===== src/rtl/fpu_defs.sv =====
// Shared FPU definitions: operation codes, exception flag indices and
// the result-queue entry layout used by the writeback stage.
package fpu_defs;

   localparam logic [4:0] OpFeq     = 5'b01010;
   localparam logic [4:0] OpFlt     = 5'b01011;
   localparam logic [4:0] OpFle     = 5'b01100;
   localparam logic [4:0] OpFcvtWS  = 5'b10010;
   localparam logic [4:0] OpFcvtWuS = 5'b10011;
   localparam logic [4:0] OpFclass  = 5'b10100;

   localparam int unsigned FlagNv = 4;
   localparam int unsigned FlagDz = 3;
   localparam int unsigned FlagOf = 2;
   localparam int unsigned FlagUf = 1;
   localparam int unsigned FlagNx = 0;

   typedef struct packed {
      logic [31:0] result;
      logic [4:0]  rd;
      logic        to_int;
      logic [4:0]  exc;
   } result_entry_t;

   // Operations whose result lands in the integer register file.
   function automatic logic is_to_int(input logic [4:0] op);
      return op inside {OpFeq, OpFlt, OpFle, OpFcvtWS, OpFcvtWuS, OpFclass};
   endfunction

endpackage


===== src/rtl/fpu_result_fifo.sv =====
// In-order result queue: storage, wrapping read/write pointers and occupancy
// count. Flush clears pointers and count and drops any same-cycle push/pop.
module fpu_result_fifo
   import fpu_defs::*;
#(
   parameter int unsigned DEPTH = 2,
   parameter int unsigned CntW  = $clog2(DEPTH + 1)
) (
   input  logic            clk,
   input  logic            rst_n,
   input  logic            flush,
   input  logic            push,
   input  logic            pop,
   input  result_entry_t   wdata,
   output result_entry_t   rdata,
   output logic [CntW-1:0] count
);

   localparam int unsigned PtrW = (DEPTH > 1) ? $clog2(DEPTH) : 1;
   localparam logic [PtrW-1:0] LastPtr = PtrW'(DEPTH - 1);

   result_entry_t   mem_q [DEPTH];
   logic [PtrW-1:0] wptr_q, wptr_d;
   logic [PtrW-1:0] rptr_q, rptr_d;
   logic [CntW-1:0] cnt_q, cnt_d;

   function automatic logic [PtrW-1:0] next_ptr(input logic [PtrW-1:0] p);
      return (p == LastPtr) ? '0 : p + 1'b1;
   endfunction

   always_comb begin
      wptr_d = wptr_q;
      rptr_d = rptr_q;
      cnt_d  = cnt_q;
      if (flush) begin
         wptr_d = '0;
         rptr_d = '0;
         cnt_d  = '0;
      end else begin
         if (push) wptr_d = next_ptr(wptr_q);
         if (pop)  rptr_d = next_ptr(rptr_q);
         case ({push, pop})
            2'b10:   cnt_d = cnt_q + 1'b1;
            2'b01:   cnt_d = cnt_q - 1'b1;
            default: cnt_d = cnt_q;
         endcase
      end
   end

   always_ff @(posedge clk) begin
      if (!rst_n) begin
         wptr_q <= '0;
         rptr_q <= '0;
         cnt_q  <= '0;
      end else begin
         wptr_q <= wptr_d;
         rptr_q <= rptr_d;
         cnt_q  <= cnt_d;
      end
   end

   // Storage is not reset; only valid entries are ever observed.
   always_ff @(posedge clk) begin
      if (rst_n && push && !flush) begin
         mem_q[wptr_q] <= wdata;
      end
   end

   assign rdata = mem_q[rptr_q];
   assign count = cnt_q;

endmodule


===== src/rtl/fpu_result_stage.sv =====
// FPU writeback stage: queues results, routes them to the FP or integer
// register file and accrues exception flags into FFLAGS at commit.
module fpu_result_stage
   import fpu_defs::*;
#(
   parameter int unsigned DEPTH = 2
) (
   input  logic        CLK,
   input  logic        RESET,
   input  logic        IN_VALID,
   output logic        IN_READY,
   input  logic [31:0] IN_RESULT,
   input  logic [4:0]  IN_SELECT,
   input  logic [4:0]  IN_RD,
   input  logic [4:0]  IN_EXC,
   input  logic        FLUSH,
   output logic        OUT_VALID,
   input  logic        OUT_READY,
   output logic [31:0] OUT_RESULT,
   output logic [4:0]  OUT_RD,
   output logic        OUT_TO_INT,
   output logic        OUT_FP_WE,
   output logic [4:0]  FFLAGS,
   input  logic        CSR_WE,
   input  logic [4:0]  CSR_WDATA
);

   localparam int unsigned CntW = $clog2(DEPTH + 1);

   result_entry_t   in_entry;
   result_entry_t   head;
   logic [CntW-1:0] count;
   logic            push;
   logic            pop;
   logic [4:0]      fflags_q, fflags_d;

   always_comb begin
      in_entry.result = IN_RESULT;
      in_entry.rd     = IN_RD;
      in_entry.to_int = is_to_int(IN_SELECT);
      in_entry.exc    = IN_EXC;
   end

   // Ready depends only on registered occupancy, never on OUT_READY.
   assign IN_READY  = (count < CntW'(DEPTH));
   assign OUT_VALID = (count != '0);
   assign push      = IN_VALID & IN_READY;
   assign pop       = OUT_VALID & OUT_READY;

   fpu_result_fifo #(
      .DEPTH (DEPTH),
      .CntW  (CntW)
   ) u_fifo (
      .clk   (CLK),
      .rst_n (RESET),
      .flush (FLUSH),
      .push  (push),
      .pop   (pop),
      .wdata (in_entry),
      .rdata (head),
      .count (count)
   );

   assign OUT_RESULT = OUT_VALID ? head.result : '0;
   assign OUT_RD     = OUT_VALID ? head.rd : '0;
   assign OUT_TO_INT = OUT_VALID & head.to_int;
   assign OUT_FP_WE  = OUT_VALID & ~head.to_int & ~FLUSH;

   // CSR write replaces the flags; a committing pop still ORs its exc in.
   always_comb begin
      fflags_d = CSR_WE ? CSR_WDATA : fflags_q;
      if (pop && !FLUSH) begin
         fflags_d = fflags_d | head.exc;
      end
   end

   always_ff @(posedge CLK) begin
      if (!RESET) begin
         fflags_q <= '0;
      end else begin
         fflags_q <= fflags_d;
      end
   end

   assign FFLAGS = fflags_q;

endmodule


===== config.mk =====
export PLATFORM = sky130hd
export DESIGN_NAME = fpu_result_stage
export DESIGN_NICKNAME = d
export VERILOG_FILES = /design/src/rtl/fpu_defs.sv /design/src/rtl/fpu_result_fifo.sv /design/src/rtl/fpu_result_stage.sv
export SDC_FILE = /design/constraint.sdc
export NUM_CORES = 1
export LEC_CHECK = 0
export ABC_CLOCK_PERIOD_IN_PS = 5900
export CORE_MARGIN = 10
export CORE_UTILIZATION = 48
export DETAILED_ROUTE_END_ITERATION = 10
export PLACE_DENSITY = 0.88
export SYNTH_ARGS = -nofsm -noshare
export SYNTH_HDL_FRONTEND = slang
export SYNTH_HIERARCHICAL = 1
export SYNTH_SLANG_ARGS = --single-unit

===== constraint.sdc =====
create_clock -name CLK -period 5.9 [get_ports CLK]
set_clock_uncertainty 0.2 [all_clocks]
set_input_delay 1.475 -clock CLK [delete_from_list [all_inputs] [get_ports CLK]]
set_output_delay 1.475 -clock CLK [all_outputs]
set_load 0.01 [all_outputs]

==> results.json <==
{
  "met2_length_um": 4029,
  "start_util_pct": 49.52,
  "fin_crit_ns": 4.597,
  "hp-class": "reg2reg",
  "worstHoldStart": "u_fifo/rptr_q$_SDFFE_PP0P_",
  "dpl.cell_count": 428,
  "whs_path_depth": 2,
  "synthFlopType": "edfxtp_1",
  "r2r_end": "u_fifo/count[1]$_SDFFE_PP0P_",
  "ys_ff_latch": 96,
  "clk_pin_slew_ns": 0.08,
  "rsz0062_at_grt": "false",
  "io_pins": 104,
  "finalSetupViolCount": 0,
  "tightest_slew_ns": 1.059,
  "synth_edf_count": 86,
  "dr.pass1.iters": 5,
  "holdWs_ns": 0.3261,
  "outcome": "finished, final reports clean",
  "antenna_cells": 0,
  "timing.critical_path.mode_cell": "clkdlybuf4s50_1",
  "synth_fp_nets": 290,
  "postCtsHoldBufs": 0,
  "drv_cap": 0,
  "vias": 2238,
  "die_h_um": 109.5,
  "r2r_slack_ns": 3.82,
  "dieArea_um2": 11990,
  "fin_setup_tns_ns": 0,
  "grt_pass1_vias": 2402,
  "drc": 0,
  "cp-end-kind": "output pin",
  "start_kind": "primary input",
  "seq_area_frac_synth_pct": 72.35,
  "nets": 396,
  "htree_levels": 3,
  "critPathMaxFanout": 7,
  "std_cell_rows": 32,
  "clockBufferDepth": 2,
  "crit_path_top_delay_cell": "clkdlybuf4s50_1",
  "grt.overflow.total": 0,
  "port_buffers": 103,
  "n_fill_cell": 545,
  "syn_area_um2": 3846,
  "postCtsSetupRepairBufs": 0,
  "root_buffer": "clkbuf_8",
  "antenna_found_initial": 0,
  "reg2regPathDepth": 5,
  "grt_usage_pct": 13.04,
  "final.period_utilization_pct": 77.92,
  "drt_iter0_drc": 79,
  "drtAntennaViolNets": 0,
  "syn2layout_area_growth_pct": 34.35,
  "yosysUniqueCellTypes": 23,
  "synthCells": 231,
  "dp_hpwl_um": 5346,
  "clk-insertion-delay-late_ns": 0.34,
  "grt_max_degree": 44,
  "crit_type": "in2out",
  "cts.sinks": 96,
  "grt_pass1_wl_um": 12050,
  "power.density_nw_per_um2": 254.1,
  "async_flop_share_pct": 0,
  "drive_above_1_share_pct": 18.42,
  "worstReg2RegStart": "u_fifo/count[0]$_SDFFE_PP0P_",
  "die_w_um": 109.5,
  "fin_cells": 444,
  "yosysWarnings": 6,
  "placed_area_um2": 4979,
  "cts_tree": "built",
  "leakagePower_uw": 0.001690,
  "top_layer": "met4",
  "cp_cell_sequence": "clkdlybuf4s50_1, nor3_1, clkdlybuf4s50_1",
  "wl_per_cell_um": 17.47,
  "m1WireLength_um": 2976,
  "hold_viol_final": 0,
  "cp_data_required_time_ns": 4.22,
  "cts-resized-gates": 0,
  "gp_congestion": 0.7096,
  "cp.arrival_ns": 2.92,
  "finalWirelength_um": 7757,
  "relSlewSlack_pct": 29.40,
  "ir_drop_uv": 168.6,
  "viasPerCell": 5.041,
  "slew_viol_final": 0,
  "coreArea_um2": 7767,
  "avgSynthCellArea_um2": 16.65,
  "dr_wl_met3_um": 645,
  "max_freq_ghz": 0.2175,
  "cts_buffers": 9,
  "finish.instance_area_um2": 5167,
  "max_stage_delay_ns": 0.61
}
-- kinds of logic after synthesis --
| group | synth area share, % |
|---|---|
| flops | 72.35 |
| simple gates | 8.491 |
| mux | 13.89 |
| buf+inv | 2.147 |
| compound gates | 1.659 |
| xor+xnor | 1.139 |
| fa+ha+maj | 0.3253 |
-- routing by layer --
metal  global-route usage [%]  up-vias
met2                    22.44       81
met4                    4.833        0
met3                    4.798       11
met5                        0        -
li1                         -     1055
met1                    14.48     1091
-- flip-flops by register name, summed over array words and instances (netlist names), named ones only --
name,count
u_fifo/wptr_q,1
u_fifo/count,2
u_fifo/mem_q,86
u_fifo/rptr_q,1
FFLAGS,5
-- placed cells by master, fill, tap and decap left out, drive strengths merged --
master | netlist | routed
nand2 | 5 | 5
a21oi | 2 | 2
and2b | 1 | 1
nor2b | 38 | 38
clkdlybuf4s50 | 0 | 103
mux2 | 43 | 43
nand2b | 2 | 2
xor2 | 1 | 1
buf | 9 | 2
xnor2 | 4 | 4
bufinv | 0 | 1
nor3 | 3 | 3
o32ai | 5 | 5
clkbuf | 1 | 11
clkinv | 0 | 2
clkinvlp | 0 | 2
mux2i | 5 | 5
nor2 | 5 | 5
dfxtp | 10 | 10
edfxtp | 86 | 86
or3b | 1 | 1
o21ai | 2 | 2
or3 | 1 | 1
ha | 1 | 1
inv | 6 | 6
-- metrics by stage --
step | util [%] | setup WS, ns | power, uW
2_1_floorplan | - | 0.5547 | 835.9
3_3_place_gp | 64.09 | 1.415 | 919.7
3_5_place_dp | 64.09 | 1.322 | 925.2
4_1_cts | 66.53 | 1.311 | 1324
5_1_grt | 66.53 | 1.236 | 1366
6_report | 66.53 | 1.303 | 1313
-- Yosys cell counts (all sizes together), types with 3 or more instances --
library cell  number  share of area [%]
nor2b             38                6.2
buf                9                1.4
o32ai              5                1.1
xnor2              4               0.91
mux2i              5                1.3
edfxtp            86                 67
nand2              5               0.49
nor3               3               0.39
inv                6               0.59
mux2              43                 13
dfxtp             10                5.2
nor2               5               0.49
-- worst max-delay path, delay by kind of cell --
| kind | cells | cell delay [ns] |
|---|---|---|
| simple gates | 1 | 0.28 |
| buf+inv | 2 | 1.16 |
-- area by class of cell --
class | count | area [um2] | area share, %
Sequential cell | 96 | 2784 | 53.87
Timing Repair Buffer | 105 | 1046 | 20.24
Multi-Input combinational cell | 119 | 998.5 | 19.32
Clock buffer | 11 | 131.4 | 2.542
Tap cell | 102 | 127.6 | 2.470
Clock inverter | 5 | 57.56 | 1.114
Inverter | 6 | 22.52 | 0.4358
-- worst max-delay path by stage --
stage               start                            to  slack [ns]  cells after the start
floorplan           FLUSH  u_fifo/mem_q[0][0]$_DFFE_PP_        0.55                      2
finish              FLUSH                     OUT_FP_WE        1.30                      3
CTS                 FLUSH                     OUT_FP_WE        1.31                      3
global placement    FLUSH                     OUT_FP_WE        1.41                      3
detailed placement  FLUSH                     OUT_FP_WE        1.32                      3
global route        FLUSH                     OUT_FP_WE        1.24                      3
-- power breakdown --
group,switching (uW),internal (uW)
Combinational,57.0,86.4
Clock,209,196
Sequential,8.07,756
Total,275,1040
Note: power is estimated with default switching activity, not from simulation.
